[src/rtl/bram_pkg.sv]
// Shared types and constants for the BRAM request adapter.
// Optional statistics counters: define BRAM_REQ_ADAPTER_STATS_EN.
`timescale 1ns/1ps
package bram_pkg;

    localparam int unsigned WDATA     = 8;
    localparam int unsigned RSP_DEPTH = 2;
    localparam int unsigned CNT_W     = $clog2(RSP_DEPTH + 1);
    localparam int unsigned STATS_W   = 16;

    typedef struct packed {
        logic [WDATA-1:0] data;
        logic             err;
    } rsp_t;

    function automatic logic [STATS_W-1:0] sat_inc(
        input logic [STATS_W-1:0] v
    );
        return (&v) ? v : v + 1'b1;
    endfunction

endpackage

[src/rtl/bram_req_adapter_if.sv]
// Request/response handshake bundle between bus masters and the adapter.
// master = bus master side, slave = adapter side.
`timescale 1ns/1ps
interface bram_req_adapter_if #(
    parameter int unsigned Waddr = 32,
    parameter int unsigned Wdata = 8
);
    logic             REQ_VALID;
    logic             REQ_READY;
    logic             REQ_WR;
    logic [Waddr-1:0] REQ_ADDR;
    logic [Wdata-1:0] REQ_DATA;
    logic             RSP_VALID;
    logic             RSP_READY;
    logic [Wdata-1:0] RSP_DATA;
    logic             RSP_ERR;

    modport master (
        output REQ_VALID, REQ_WR, REQ_ADDR, REQ_DATA, RSP_READY,
        input  REQ_READY, RSP_VALID, RSP_DATA, RSP_ERR
    );

    modport slave (
        input  REQ_VALID, REQ_WR, REQ_ADDR, REQ_DATA, RSP_READY,
        output REQ_READY, RSP_VALID, RSP_DATA, RSP_ERR
    );
endinterface

[src/rtl/bram_rsp_fifo.sv]
// Two-entry in-order response buffer with wrapping 1-bit pointers.
// Head entry stays stable until popped.
`timescale 1ns/1ps
module bram_rsp_fifo
    import bram_pkg::*;
#(
    parameter int unsigned W = $bits(rsp_t)
) (
    input  logic             clk_i,
    input  logic             rst_i,
    input  logic             push_i,
    input  logic [W-1:0]     push_data_i,
    input  logic             pop_i,
    output logic [W-1:0]     head_o,
    output logic [CNT_W-1:0] count_o
);

    logic [W-1:0]     mem_q [RSP_DEPTH];
    logic             wptr_q, wptr_d;
    logic             rptr_q, rptr_d;
    logic [CNT_W-1:0] count_q, count_d;

    always_comb begin
        wptr_d  = wptr_q ^ push_i;
        rptr_d  = rptr_q ^ pop_i;
        count_d = count_q;
        unique case ({push_i, pop_i})
            2'b10:   count_d = count_q + 1'b1;
            2'b01:   count_d = count_q - 1'b1;
            default: count_d = count_q;
        endcase
    end

    always_ff @(posedge clk_i or posedge rst_i) begin
        if (rst_i) begin
            wptr_q  <= 1'b0;
            rptr_q  <= 1'b0;
            count_q <= '0;
            mem_q   <= '{default: '0};
        end else begin
            wptr_q  <= wptr_d;
            rptr_q  <= rptr_d;
            count_q <= count_d;
            if (push_i) mem_q[wptr_q] <= push_data_i;
        end
    end

    // Upstream ready logic must never let a push land on a full buffer.
    always_ff @(posedge clk_i) begin
        if (!rst_i && push_i)
            assert (count_q != CNT_W'(RSP_DEPTH));
    end

    assign head_o  = mem_q[rptr_q];
    assign count_o = count_q;

endmodule

[src/rtl/bram_req_adapter.sv]
// Valid/ready front end for a single-port, 1-cycle-latency BRAM.
// Define BRAM_REQ_ADAPTER_STATS_EN for RD/WR/ERR request counters.
`timescale 1ns/1ps
module bram_req_adapter
    import bram_pkg::*;
#(
    parameter int unsigned Ncells = 1024,
    parameter int unsigned Wdata  = WDATA,
    parameter int unsigned Waddr  = 32
) (
    input  logic               CLK,
    input  logic               RST,
    bram_req_adapter_if.slave  bus,
    output logic [Waddr-1:0]   MEM_ADDR,
    output logic [Wdata-1:0]   MEM_DIN,
    output logic               MEM_WR,
    input  logic [Wdata-1:0]   MEM_DOUT
`ifdef BRAM_REQ_ADAPTER_STATS_EN
    ,
    output logic [STATS_W-1:0] RD_COUNT,
    output logic [STATS_W-1:0] WR_COUNT,
    output logic [STATS_W-1:0] ERR_COUNT
`endif
);

    localparam logic [Waddr-1:0] LIMIT = Waddr'(Ncells);

    logic             fire, pop, in_range, issue;
    logic             inflight_q, err_q;
    logic [Waddr-1:0] addr_q, addr_d;
    logic [Wdata-1:0] din_q, din_d;
    logic [CNT_W-1:0] count;
    logic [Wdata:0]   push_data, head;

    assign in_range      = bus.REQ_ADDR < LIMIT;
    assign pop           = bus.RSP_VALID & bus.RSP_READY;
    assign bus.RSP_VALID = count != '0;
    assign bus.REQ_READY = ((count + CNT_W'(inflight_q)) < CNT_W'(RSP_DEPTH)) | pop;
    assign fire          = bus.REQ_VALID & bus.REQ_READY;
    assign issue         = fire & in_range;

    // Pins hold their last issued value so the idle memory never writes.
    always_comb begin
        addr_d = addr_q;
        din_d  = din_q;
        if (issue) begin
            addr_d = bus.REQ_ADDR;
            din_d  = bus.REQ_DATA;
        end
    end

    assign MEM_ADDR = addr_d;
    assign MEM_DIN  = din_d;
    assign MEM_WR   = issue & bus.REQ_WR;

    always_ff @(posedge CLK or posedge RST) begin
        if (RST) begin
            addr_q     <= '0;
            din_q      <= '0;
            inflight_q <= 1'b0;
            err_q      <= 1'b0;
        end else begin
            addr_q     <= addr_d;
            din_q      <= din_d;
            inflight_q <= fire;
            err_q      <= fire & ~in_range;
        end
    end

    assign push_data = err_q ? {{Wdata{1'b0}}, 1'b1} : {MEM_DOUT, 1'b0};

    bram_rsp_fifo #(
        .W (Wdata + 1)
    ) u_fifo (
        .clk_i       (CLK),
        .rst_i       (RST),
        .push_i      (inflight_q),
        .push_data_i (push_data),
        .pop_i       (pop),
        .head_o      (head),
        .count_o     (count)
    );

    assign bus.RSP_DATA = head[Wdata:1];
    assign bus.RSP_ERR  = head[0];

`ifdef BRAM_REQ_ADAPTER_STATS_EN
    logic [STATS_W-1:0] rd_q, rd_d, wr_q, wr_d, errc_q, errc_d;

    always_comb begin
        rd_d   = rd_q;
        wr_d   = wr_q;
        errc_d = errc_q;
        if (issue && !bus.REQ_WR) rd_d = sat_inc(rd_q);
        if (issue && bus.REQ_WR)  wr_d = sat_inc(wr_q);
        if (fire && !in_range)    errc_d = sat_inc(errc_q);
    end

    always_ff @(posedge CLK or posedge RST) begin
        if (RST) begin
            rd_q   <= '0;
            wr_q   <= '0;
            errc_q <= '0;
        end else begin
            rd_q   <= rd_d;
            wr_q   <= wr_d;
            errc_q <= errc_d;
        end
    end

    assign RD_COUNT  = rd_q;
    assign WR_COUNT  = wr_q;
    assign ERR_COUNT = errc_q;
`endif

endmodule

[src/flat_wrapper.sv]
// flat-port wrapper written by rule: the top's interface ports become plain ports
module bram_req_adapter_flat import bram_pkg::*;
#(
    parameter int unsigned Ncells = 1024,
    parameter int unsigned Wdata  = WDATA,
    parameter int unsigned Waddr  = 32
)
  (CLK, RST, MEM_ADDR, MEM_DIN, MEM_WR, MEM_DOUT, bus_REQ_VALID, bus_REQ_WR, bus_REQ_ADDR, bus_REQ_DATA, bus_RSP_READY, bus_REQ_READY, bus_RSP_VALID, bus_RSP_DATA, bus_RSP_ERR);
  bram_req_adapter_if #(.Waddr(Waddr), .Wdata(Wdata)) bus_i ();
  input  logic CLK;
  input  logic RST;
  output logic [Waddr-1:0] MEM_ADDR;
  output logic [Wdata-1:0] MEM_DIN;
  output logic MEM_WR;
  input  logic [Wdata-1:0] MEM_DOUT;
  input wire logic [$bits(bus_i.REQ_VALID)-1:0] bus_REQ_VALID;
  input wire logic [$bits(bus_i.REQ_WR)-1:0] bus_REQ_WR;
  input wire logic [$bits(bus_i.REQ_ADDR)-1:0] bus_REQ_ADDR;
  input wire logic [$bits(bus_i.REQ_DATA)-1:0] bus_REQ_DATA;
  input wire logic [$bits(bus_i.RSP_READY)-1:0] bus_RSP_READY;
  output wire logic [$bits(bus_i.REQ_READY)-1:0] bus_REQ_READY;
  output wire logic [$bits(bus_i.RSP_VALID)-1:0] bus_RSP_VALID;
  output wire logic [$bits(bus_i.RSP_DATA)-1:0] bus_RSP_DATA;
  output wire logic [$bits(bus_i.RSP_ERR)-1:0] bus_RSP_ERR;
  assign bus_i.REQ_VALID = bus_REQ_VALID;
  assign bus_i.REQ_WR = bus_REQ_WR;
  assign bus_i.REQ_ADDR = bus_REQ_ADDR;
  assign bus_i.REQ_DATA = bus_REQ_DATA;
  assign bus_i.RSP_READY = bus_RSP_READY;
  assign bus_REQ_READY = bus_i.REQ_READY;
  assign bus_RSP_VALID = bus_i.RSP_VALID;
  assign bus_RSP_DATA = bus_i.RSP_DATA;
  assign bus_RSP_ERR = bus_i.RSP_ERR;
  bram_req_adapter #(.Ncells(Ncells), .Wdata(Wdata), .Waddr(Waddr)) u_core (.CLK(CLK), .RST(RST), .bus(bus_i), .MEM_ADDR(MEM_ADDR), .MEM_DIN(MEM_DIN), .MEM_WR(MEM_WR), .MEM_DOUT(MEM_DOUT));
endmodule
[config.mk]
export PLATFORM = sky130hd
export DESIGN_NAME = bram_req_adapter_flat
export DESIGN_NICKNAME = d
export VERILOG_FILES = /design/src/rtl/bram_pkg.sv /design/src/rtl/bram_req_adapter_if.sv /design/src/rtl/bram_rsp_fifo.sv /design/src/rtl/bram_req_adapter.sv /design/src/flat_wrapper.sv
export SDC_FILE = /design/constraint.sdc
export NUM_CORES = 1
export LEC_CHECK = 0
export BUFFER_PORTS_ARGS = -buffer_cell sky130_fd_sc_hd__buf_2
export CAP_MARGIN = 10
export CORE_UTILIZATION = 39
export DETAILED_ROUTE_END_ITERATION = 8
export PLACE_DENSITY = 0.67
export SETUP_SLACK_MARGIN = 0.3
export SYNTH_ARGS = -nofsm -noshare
export SYNTH_HDL_FRONTEND = slang
export SYNTH_SLANG_ARGS = --single-unit
[constraint.sdc]
create_clock -name CLK -period 2.7 [get_ports CLK]
set_clock_uncertainty 0.2 [all_clocks]
set_input_delay 0.54 -clock CLK [delete_from_list [all_inputs] [get_ports CLK]]
set_output_delay 0.54 -clock CLK [all_outputs]
set_load 0.03 [all_outputs]
* Word level (Yosys, flattened, before mapping)
Cells that the tools add are included.
Widths: inputs -> output; s select.
** Storage, ports and cells
- Input bits :: 53
- Output and inout port bits :: 52
- Bits in registers :: 64
** Operators by class
- Equality and inequality tests :: 2
- Bitwise operators :: 11
- Order comparisons :: 5
- $add $sub $neg :: 3
- Muxes and demuxes :: 10
- Reduce and logical (&&, ||, !) cells :: 3
** Operator list (number)
- $mux 9 :: 5
- $lt 32x11->1 const B :: 1
- $mux 32 :: 1
- $bwmux 18 :: 1
- $demux 9 s1 :: 1
- $mux 8 :: 1
- $and 1x1->1 :: 5
- $ge 2x2->1 const B :: 2
- $not 1->2 :: 2
- $pmux 2 s2 :: 1
- $reduce_bool 2->1 :: 2
- $add 2x1->2 :: 1
- $add 2x1->2 const B :: 1
- $eq 2x1->1 const B :: 1
- $eq 2x2->1 const B :: 1
- $lt 2x1->1 const B :: 1
- $lt 2x2->1 const B :: 1
- $sub 2x1->2 const B :: 1
- $xor 1x1->1 :: 2
- $logic_and 1x1->1 :: 1
- $not 1->1 :: 1
- $or 1x1->1 :: 1

* Logic depth before layout (Yosys ltp)
Gate-level depths: netlist (run 1).
- Depth after elaboration :: 6
- Depth in mapped cells :: 6

* Modules after synthesis
A second synthesis (run 1) with hierarchy kept.
** Unflattened totals
- Cells, all modules :: 181
- Area, all modules :: 2615.0 µm²
** By module, submodules not included
- bram_req_adapter :: area each 1635.3 µm², seq. area each 1051.0 µm², cells an instance 117, times used 1
- bram_rsp_fifo :: area each 979.7 µm², seq. area each 550.5 µm², cells an instance 64, times used 1

* Worst setup path after synthesis (run 1)
OpenSTA, ideal clock, no wires.
- Path type :: input to output
- Start point :: input port bus_REQ_ADDR[24]
- End point :: output port MEM_ADDR[0]
- Buffers on the path :: 1
- Arrival :: 1.974 ns
- Stages on the path :: 5
- Slack :: -0.014 ns
- Cell sequence :: or4_4 -> nand2b_4 -> nor3_4 -> buf_6 -> mux2_2
** Between the ends
- Longest elaborated chain between the ends :: 3
** Ends and longest elaborated chain
- start, declared :: RTL line flat_wrapper.sv:18 : input wire logic [$bits(bus_i.REQ_ADDR)-1:0] bus_REQ_ADDR;
- $lt 32x11->1 :: RTL line bram_req_adapter.sv:35 : assign in_range = bus.REQ_ADDR < LIMIT;
- $and 1x1->1 :: RTL line bram_req_adapter.sv:40 : assign issue = fire & in_range;
- $mux 32 :: RTL line bram_req_adapter.sv:46 : if (issue) begin
- end, declared :: RTL line flat_wrapper.sv:12 : output logic [Waddr-1:0] MEM_ADDR;
Every way passes these cells.

* Worst setup path after layout (run 1)
- Start point :: input port bus_REQ_ADDR[24]
- End point :: output port MEM_DIN[3]
** Between the ends
- Longest elaborated chain between the ends :: 3
** Ends and longest elaborated chain
- $lt 32x11->1 :: RTL line bram_req_adapter.sv:35
- $and 1x1->1 :: RTL line bram_req_adapter.sv:40
- $mux 8 :: RTL line bram_req_adapter.sv:46
- end, declared :: RTL line flat_wrapper.sv:13 : output logic [Wdata-1:0] MEM_DIN;
Every way passes these cells.

==> summary.md, run 1 <==
| Metric | Value |
|---|---|
| Outcome | `complete, but fails checks` |
| Failing checks | `setup timing` |
| Most common cell after layout, fill and taps aside | `buf_2` |
| Post-DP Area | `3390 sq um` |
| Final min period | `2.92 ns` |
| CP max-delay cell | `or4_4` |
| Hold violation count in the final report | `0` |
| DRC | `0` |
| Largest net degree at the start of global routing | `34` |
| Critical path's largest stage delay | `0.52 ns` |
| First-iteration detailed-routing DRC count | `75` |
| Die Y | `83.5 um` |
| R2R cell count | `7` |
| Ys flop type | `dfrtp_1` |
| Flop-to-flop setup slack | `0.66 ns` |
| Initial antenna violation count | `0` |
| Die Area | `6970 sq um` |
| Final net count | `362` |
| Max rail drop VDD | `0.000455 V` |
| Placed Cells | `372` |
| Worst slew pin tran | `0.697 ns` |
| Area grow syn2layout | `43.9%` |
| Relative slew slack | `0.534` |
| Sequential fraction of the synthesis area | `0.619` |
| I/O pin total | `105` |
| # diodes | `0` |
| Yosys reg bits | `64` |
| Final worst slack | `-0.217 ns` |
| Clock root cell | `clkbuf_8` |
| First-pass detailed-route iteration total | `4` |
| Mapped Cells | `180` |
| Hold Crit Class | `in2async` |
| DR vias/cell | `4.59` |
| Mapped Nets | `236` |
| Final slew viol count | `0` |
| CTS max path bufs | `2` |
| CP cell instances | `buf_6 > or4_4 > nand2b_4 > nor3_4 > buf_12 > mux2_4 > buf_6` |
| WP data required | `1.96 ns` |
| Routed wire length per instance | `13.3 um` |
| Core ar. | `6390 sq um` |
| GP Congestion | `0.733` |
| CTS Buf Count | `9` |
| Max Cap Viol | `0` |
| Worst setup path end | `MEM_DIN[3]` |
| Vias in the first global route | `1858` |
| Final setup fails | `39` |
| # clock sinks | `64` |
| R2R Path End | `u_core.din_q[4]` |
| First-pass GRT wire length | `8870 um` |
| Synth cell types | `24` |
| Fill cells | `543` |
| CP Max Fanout | `22` |
| Place WS | `-0.265 ns` |
| Routed via count | `1779` |
| Critical path startpoint | `bus_REQ_ADDR[24]` |
| Placed wire-length estimate | `3480 um` |
| Final period util | `1.08` |
| Async set-reset flop share out of synthesis | `1.00` |
| Most frequent cells in the layout | `buf_2, dfrtp_1, mux2_2` |
| TritonCTS clock tree | `yes` |
| H-tree depth | `3` |
| Ratio of cells with drive above 1 in the final layout | `0.621` |
| Achievable Freq | `343 MHz` |
| Die width | `83.5 um` |
| Synthesized cell area | `2590 sq um` |
| Buffers on Ports | `104` |
| RSZ-0062 raised after global routing | `yes` |
| Clock slew at reported path FFs | `0.07 ns` |
| # rows | `29` |
| Avg Inst Size Synth | `14.4 sq um` |
| Pwr Total | `0.00278 W` |
| Post-synth EDFFs | `0` |
| Post-route cell area | `3730 sq um` |
| Reg2reg start | `u_core.u_fifo.count_o[0]` |
| Routed WL | `5170 um` |
| Fin cells | `388` |
| Setup TNS | `-6.61 ns` |
| CP startpoint kind | `input port` |
| Setup Crit Path Kind | `in2out` |
| Total congestion overflow | `0` |
| Static leakage | `1.99 nW` |
| Synth Warn # | `0` |
| Critical path capture point type | `output port` |
| All-Layer GR Usage | `0.164` |
| Power density over the cells | `746 nW/um^2` |
| Starting density of the core | `0.405` |
| Clk_lat worst skew | `0.33 ns` |
| ANT nets after route | `0` |
| CP Data Arrival Time | `2.18 ns` |
| CP dominant cell by count | `buf_6` |
==> metal layers <==
| metal | track usage | share of wire | vias to the layer above |
|---|---|---|---|
| met5 | 0 | 0 | - |
| li1 | - | - | 855 |
| met4 | 0.0924 | 0.020 | 0 |
| met2 | 0.262 | 0.48 | 63 |
| met1 | 0.212 | 0.46 | 853 |
| met3 | 0.0277 | 0.045 | 8 |
==> metrics by stage <==
step	hold slack (ns)	utilization
floorplan	0.270	-
global placement	0.271	0.532
detailed placement	0.275	0.532
CTS	0.120	0.580
global route	0.153	0.583
finish	0.112	0.583
==> power breakdown <==
group / internal (W) / switching (W) / total, W
Clock: 0.000355 / 0.000363 / 0.000718
Combinational: 0.000390 / 0.000428 / 0.000819
Sequential: 0.00112 / 0.000124 / 0.00124
Total: 0.00186 / 0.000916 / 0.00278
==> flip-flops by register name, indices dropped and copies added, names as in the netlist <==
register and cells:
u_core.addr_q 32, u_core.u_fifo.mem_q 18, u_core.din_q 8, u_core.u_fifo.count_o 2
u_core.err_q 1, u_core.inflight_q 1, u_core.u_fifo.rptr_q 1, u_core.u_fifo.wptr_q 1
==> cell usage after synthesis, types with 3 or more instances <==
cell / number / area [sq um]
mux2_2: 45 / 507
nor4_1: 4 / 25.0
ha_1: 3 / 37.5
nor2b_1: 30 / 188
and2_1: 3 / 18.8
nor2_1: 4 / 15.0
dfrtp_1: 64 / 1600
clkbuf_1: 3 / 11.3
inv_1: 5 / 18.8
==> critical path: cells and delay by family <==
kind                   cells  cell delay (ns)
buffers and inverters      3             0.45
multiplexers               1             0.33
AND/OR/NAND/NOR            3             0.83
==> cells by family after synthesis <==
logic type	share of synthesized area
and+or+nand+nor	0.128
muxes	0.196
buffers and inverters	0.0242
xor gates and xnor gates	0.0135
AOI/OAI and AO/OA	0.00580
adders and majority gates	0.0145
DFF	0.619
==> area by class of cell <==
class,count,area (sq um),area share
Inverter,5,18.8,0.00504
Timing Repair Buffer,122,821,0.220
Multi-Input combinational cell,104,1010,0.272
Clock inverter,5,32.5,0.00873
Tap cell,77,96.3,0.0259
Sequential cell,64,1600,0.430
Clock buffer,11,141,0.0379
==> worst min-delay path by stage <==
stage	startpoint	end	slack (ns)
final	RST	u_core.addr_q[17]	0.11
after global routing	RST	u_core.addr_q[17]	0.15
after CTS	RST	u_core.addr_q[17]	0.12
after detailed placement	u_core.addr_q[10]	u_core.addr_q[10]	0.28
after global placement	u_core.addr_q[10]	u_core.addr_q[10]	0.27
after floorplan	u_core.u_fifo.count_o[1]	u_core.u_fifo.count_o[1]	0.27
==> what timing repair did <==
| action | 4_1_cts | 5_1_grt |
|---|---|---|
| hold buffers | 0 | 0 |
| setup endpoints to repair | 41 | 41 |
| gates resized for setup | 43 | 6 |
| cloned | 0 | 0 |
| setup buffers | 0 | 0 |
| pin swaps | 1 | 1 |
No activity file was read; power rests on OpenSTA's default activity.
==> run 2: changes to the inputs <==
==> constraint.sdc (replaced) <==
create_clock -name CLK -period 2.85 [get_ports CLK]
set_clock_uncertainty 0.2 [all_clocks]
set_input_delay 0 -clock CLK [delete_from_list [all_inputs] [get_ports CLK]]
set_output_delay 0 -clock CLK [all_outputs]
set_load 0.03 [all_outputs]
==> run 2 against run 1 <==
  * The flow now finishes without violations
  * Sequential power fell by 5%
  * Register-to-register slack improved by 0.21 ns
  * Critical path depth is 1 lower
  * Largest cell class unchanged
  * Largest power group unchanged
==> summary.md, run 2 (same netlist as run 1, synthesis figures left out) <==
| Metric | Value |
|---|---|
| Area used by multi-input combinational logic | `925 sq um` |
| Met2 Use GR | `0.256` |
| Total congestion overflow | `0` |
| Largest regs | `u_core.addr_q x32, u_core.u_fifo.mem_q x18, u_core.din_q x8` |
| Outcome | `completed` |
| Setup TNS | `0 ns` |
| Reg2reg start | `u_core.u_fifo.count_o[0]` |
| Top delay family on crit path | `simple AND/OR/NAND/NOR gates` |
| Core ar. | `6390 sq um` |
| Die Y | `83.5 um` |
| TritonCTS clock tree | `yes` |
| Starting density of the core | `0.405` |
| Final min period | `2.37 ns` |
| Worst slew pin tran | `0.516 ns` |
| Routed WL | `5310 um` |
| Most frequent cells in the layout | `buf_2, dfrtp_1, mux2_2` |
| Final setup fails | `0` |
| Initial antenna violation count | `0` |
| Placed wire-length estimate | `3510 um` |
| CP Max Fanout | `40` |
| R2R cell count | `5` |
| First-pass GRT wire length | `8830 um` |
| H-tree depth | `3` |
| CP startpoint kind | `flop` |
| Area grow syn2layout | `45.3%` |
| Static leakage | `2.04 nW` |
| Final net count | `379` |
| Ratio of cells with drive above 1 in the final layout | `0.524` |
| Place WS | `0.655 ns` |
| GP Congestion | `0.723` |
| Max rail drop VDD | `0.000538 V` |
| R2R Path End | `u_core.din_q[4]` |
| # diodes | `0` |
| CP max-delay cell | `dfrtp_1` |
| I/O pin total | `105` |
| DRC | `0` |
| Layer with the highest usage | `met2` |
| Power density over the cells | `777 nW/um^2` |
| Routed via count | `1828` |
| CTS Buf Count | `9` |
| Critical path capture point type | `output port` |
| Clock root cell | `clkbuf_8` |
| Hold violation count in the final report | `0` |
| Buffers on Ports | `104` |
| # clock sinks | `64` |
| Top reg by flops | `u_core.addr_q` |
| Max Cap Viol | `0` |
| Most common cell after layout, fill and taps aside | `buf_2` |
| Largest net degree at the start of global routing | `42` |
| All-Layer GR Usage | `0.165` |
| RSZ-0062 raised after global routing | `no` |
| Largest register FFs | `32` |
| Final slew viol count | `0` |
| Die Area | `6970 sq um` |
| Fill cells | `546` |
| Vias in the first global route | `1916` |
| Setup Crit Path Kind | `reg2out` |
| Hold Crit Class | `in2async` |
| Clock slew at reported path FFs | `0.08 ns` |
| Register area | `1600 sq um` |
| Placed Cells | `356` |
| Met3 usage | `0.0445` |
| Buf/Inv on CP | `2` |
| ANT nets after route | `0` |
| Final worst slack | `0.476 ns` |
| DR vias/cell | `4.51` |
| Fin cells | `405` |
| Clk_lat worst skew | `0.33 ns` |
| CTS max path bufs | `2` |
| Final period util | `0.833` |
| Met1 Track Usage GR | `0.213` |
| # rows | `29` |
| Routed wire length per instance | `13.1 um` |
| First-iteration detailed-routing DRC count | `29` |
| WP data required | `2.65 ns` |
| CP cell instances | `and2_1 > o211ai_1 > nor3_4 > buf_12 > mux2_2 > buf_2` |
| Critical path's largest stage delay | `0.43 ns` |
| First-pass detailed-route iteration total | `4` |
| Die width | `83.5 um` |
| CP Data Arrival Time | `2.17 ns` |
| Flop-to-flop setup slack | `0.87 ns` |
| Achievable Freq | `421 MHz` |
| Relative slew slack | `0.656` |
[run 2: where the power goes]
group	total, W	switching, W	leakage, nW	internal [W]
clock network	0.000938	0.000356	0.116	0.000582
logic	0.000809	0.000416	1.07	0.000393
registers	0.00118	0.000117	0.857	0.00106
[run 2: how the worst max path moves through the flow]
stage                                        start                end  slack (ns)  cells after the start
final                     u_core.u_fifo.count_o[0]         MEM_DIN[3]        0.48                      6
after global routing             u_core.inflight_q         MEM_DIN[6]        0.30                      6
after CTS                 u_core.u_fifo.count_o[0]         MEM_DIN[3]        0.38                      6
after detailed placement  u_core.u_fifo.count_o[0]         MEM_DIN[3]        0.66                      6
after global placement           u_core.inflight_q        MEM_ADDR[4]        0.71                      6
after floorplan                  u_core.inflight_q  u_core.addr_q[11]        0.83                      5
[run 2: per-stage QoR]
| stage | total power [W] | hold slack [ns] | util | instance area, sq um |
|---|---|---|---|---|
| final | 0.00292 | 0.0248 | 0.589 | 3760 |
| after CTS | 0.00297 | 0.0262 | 0.588 | 3750 |
| after global routing | 0.00307 | 0.0552 | 0.589 | 3760 |
| after global placement | 0.00196 | -0.152 | 0.497 | 3180 |
| after floorplan | 0.00176 | 0.0173 | - | 2590 |
| after detailed placement | 0.00197 | -0.144 | 0.497 | 3180 |
[run 2: cell type report]
cell class | count | area share
Clock inverter | 7 | 0.0316
Tap cell | 77 | 0.0256
Timing Repair Buffer | 139 | 0.233
Sequential cell | 64 | 0.426
Multi-Input combinational cell | 104 | 0.246
Inverter | 5 | 0.00499
Clock buffer | 9 | 0.0329
[run 2: what timing repair did]
action | in CTS | in global routing
hold buffers | 33 | 0
setup endpoints to repair | 14 | 18
gates cloned | 0 | 0
gates resized for setup | 1 | 3
hold endpoints to repair | 61 | 0
setup buffers | 0 | 0
[run 2: per-layer routing]
| metal | share of wire | wire, um | vias to the layer above |
|---|---|---|---|
| met5 | 0 | 0 | - |
| met4 | 0.012 | 62 | 0 |
| met3 | 0.064 | 342 | 6 |
| met2 | 0.46 | 2460 | 76 |
| met1 | 0.46 | 2440 | 851 |
| li1 | - | - | 895 |
[run 2: worst register-to-register path, delay by kind of cell (launching register included)]
family | cells | cell delay [ns]
multiplexers | 1 | 0.38
buffers and inverters | 1 | 0.24
flip-flops | 1 | 0.43
AND/OR/NAND/NOR | 2 | 0.43
AO/OA/AOI/OAI | 1 | 0.18
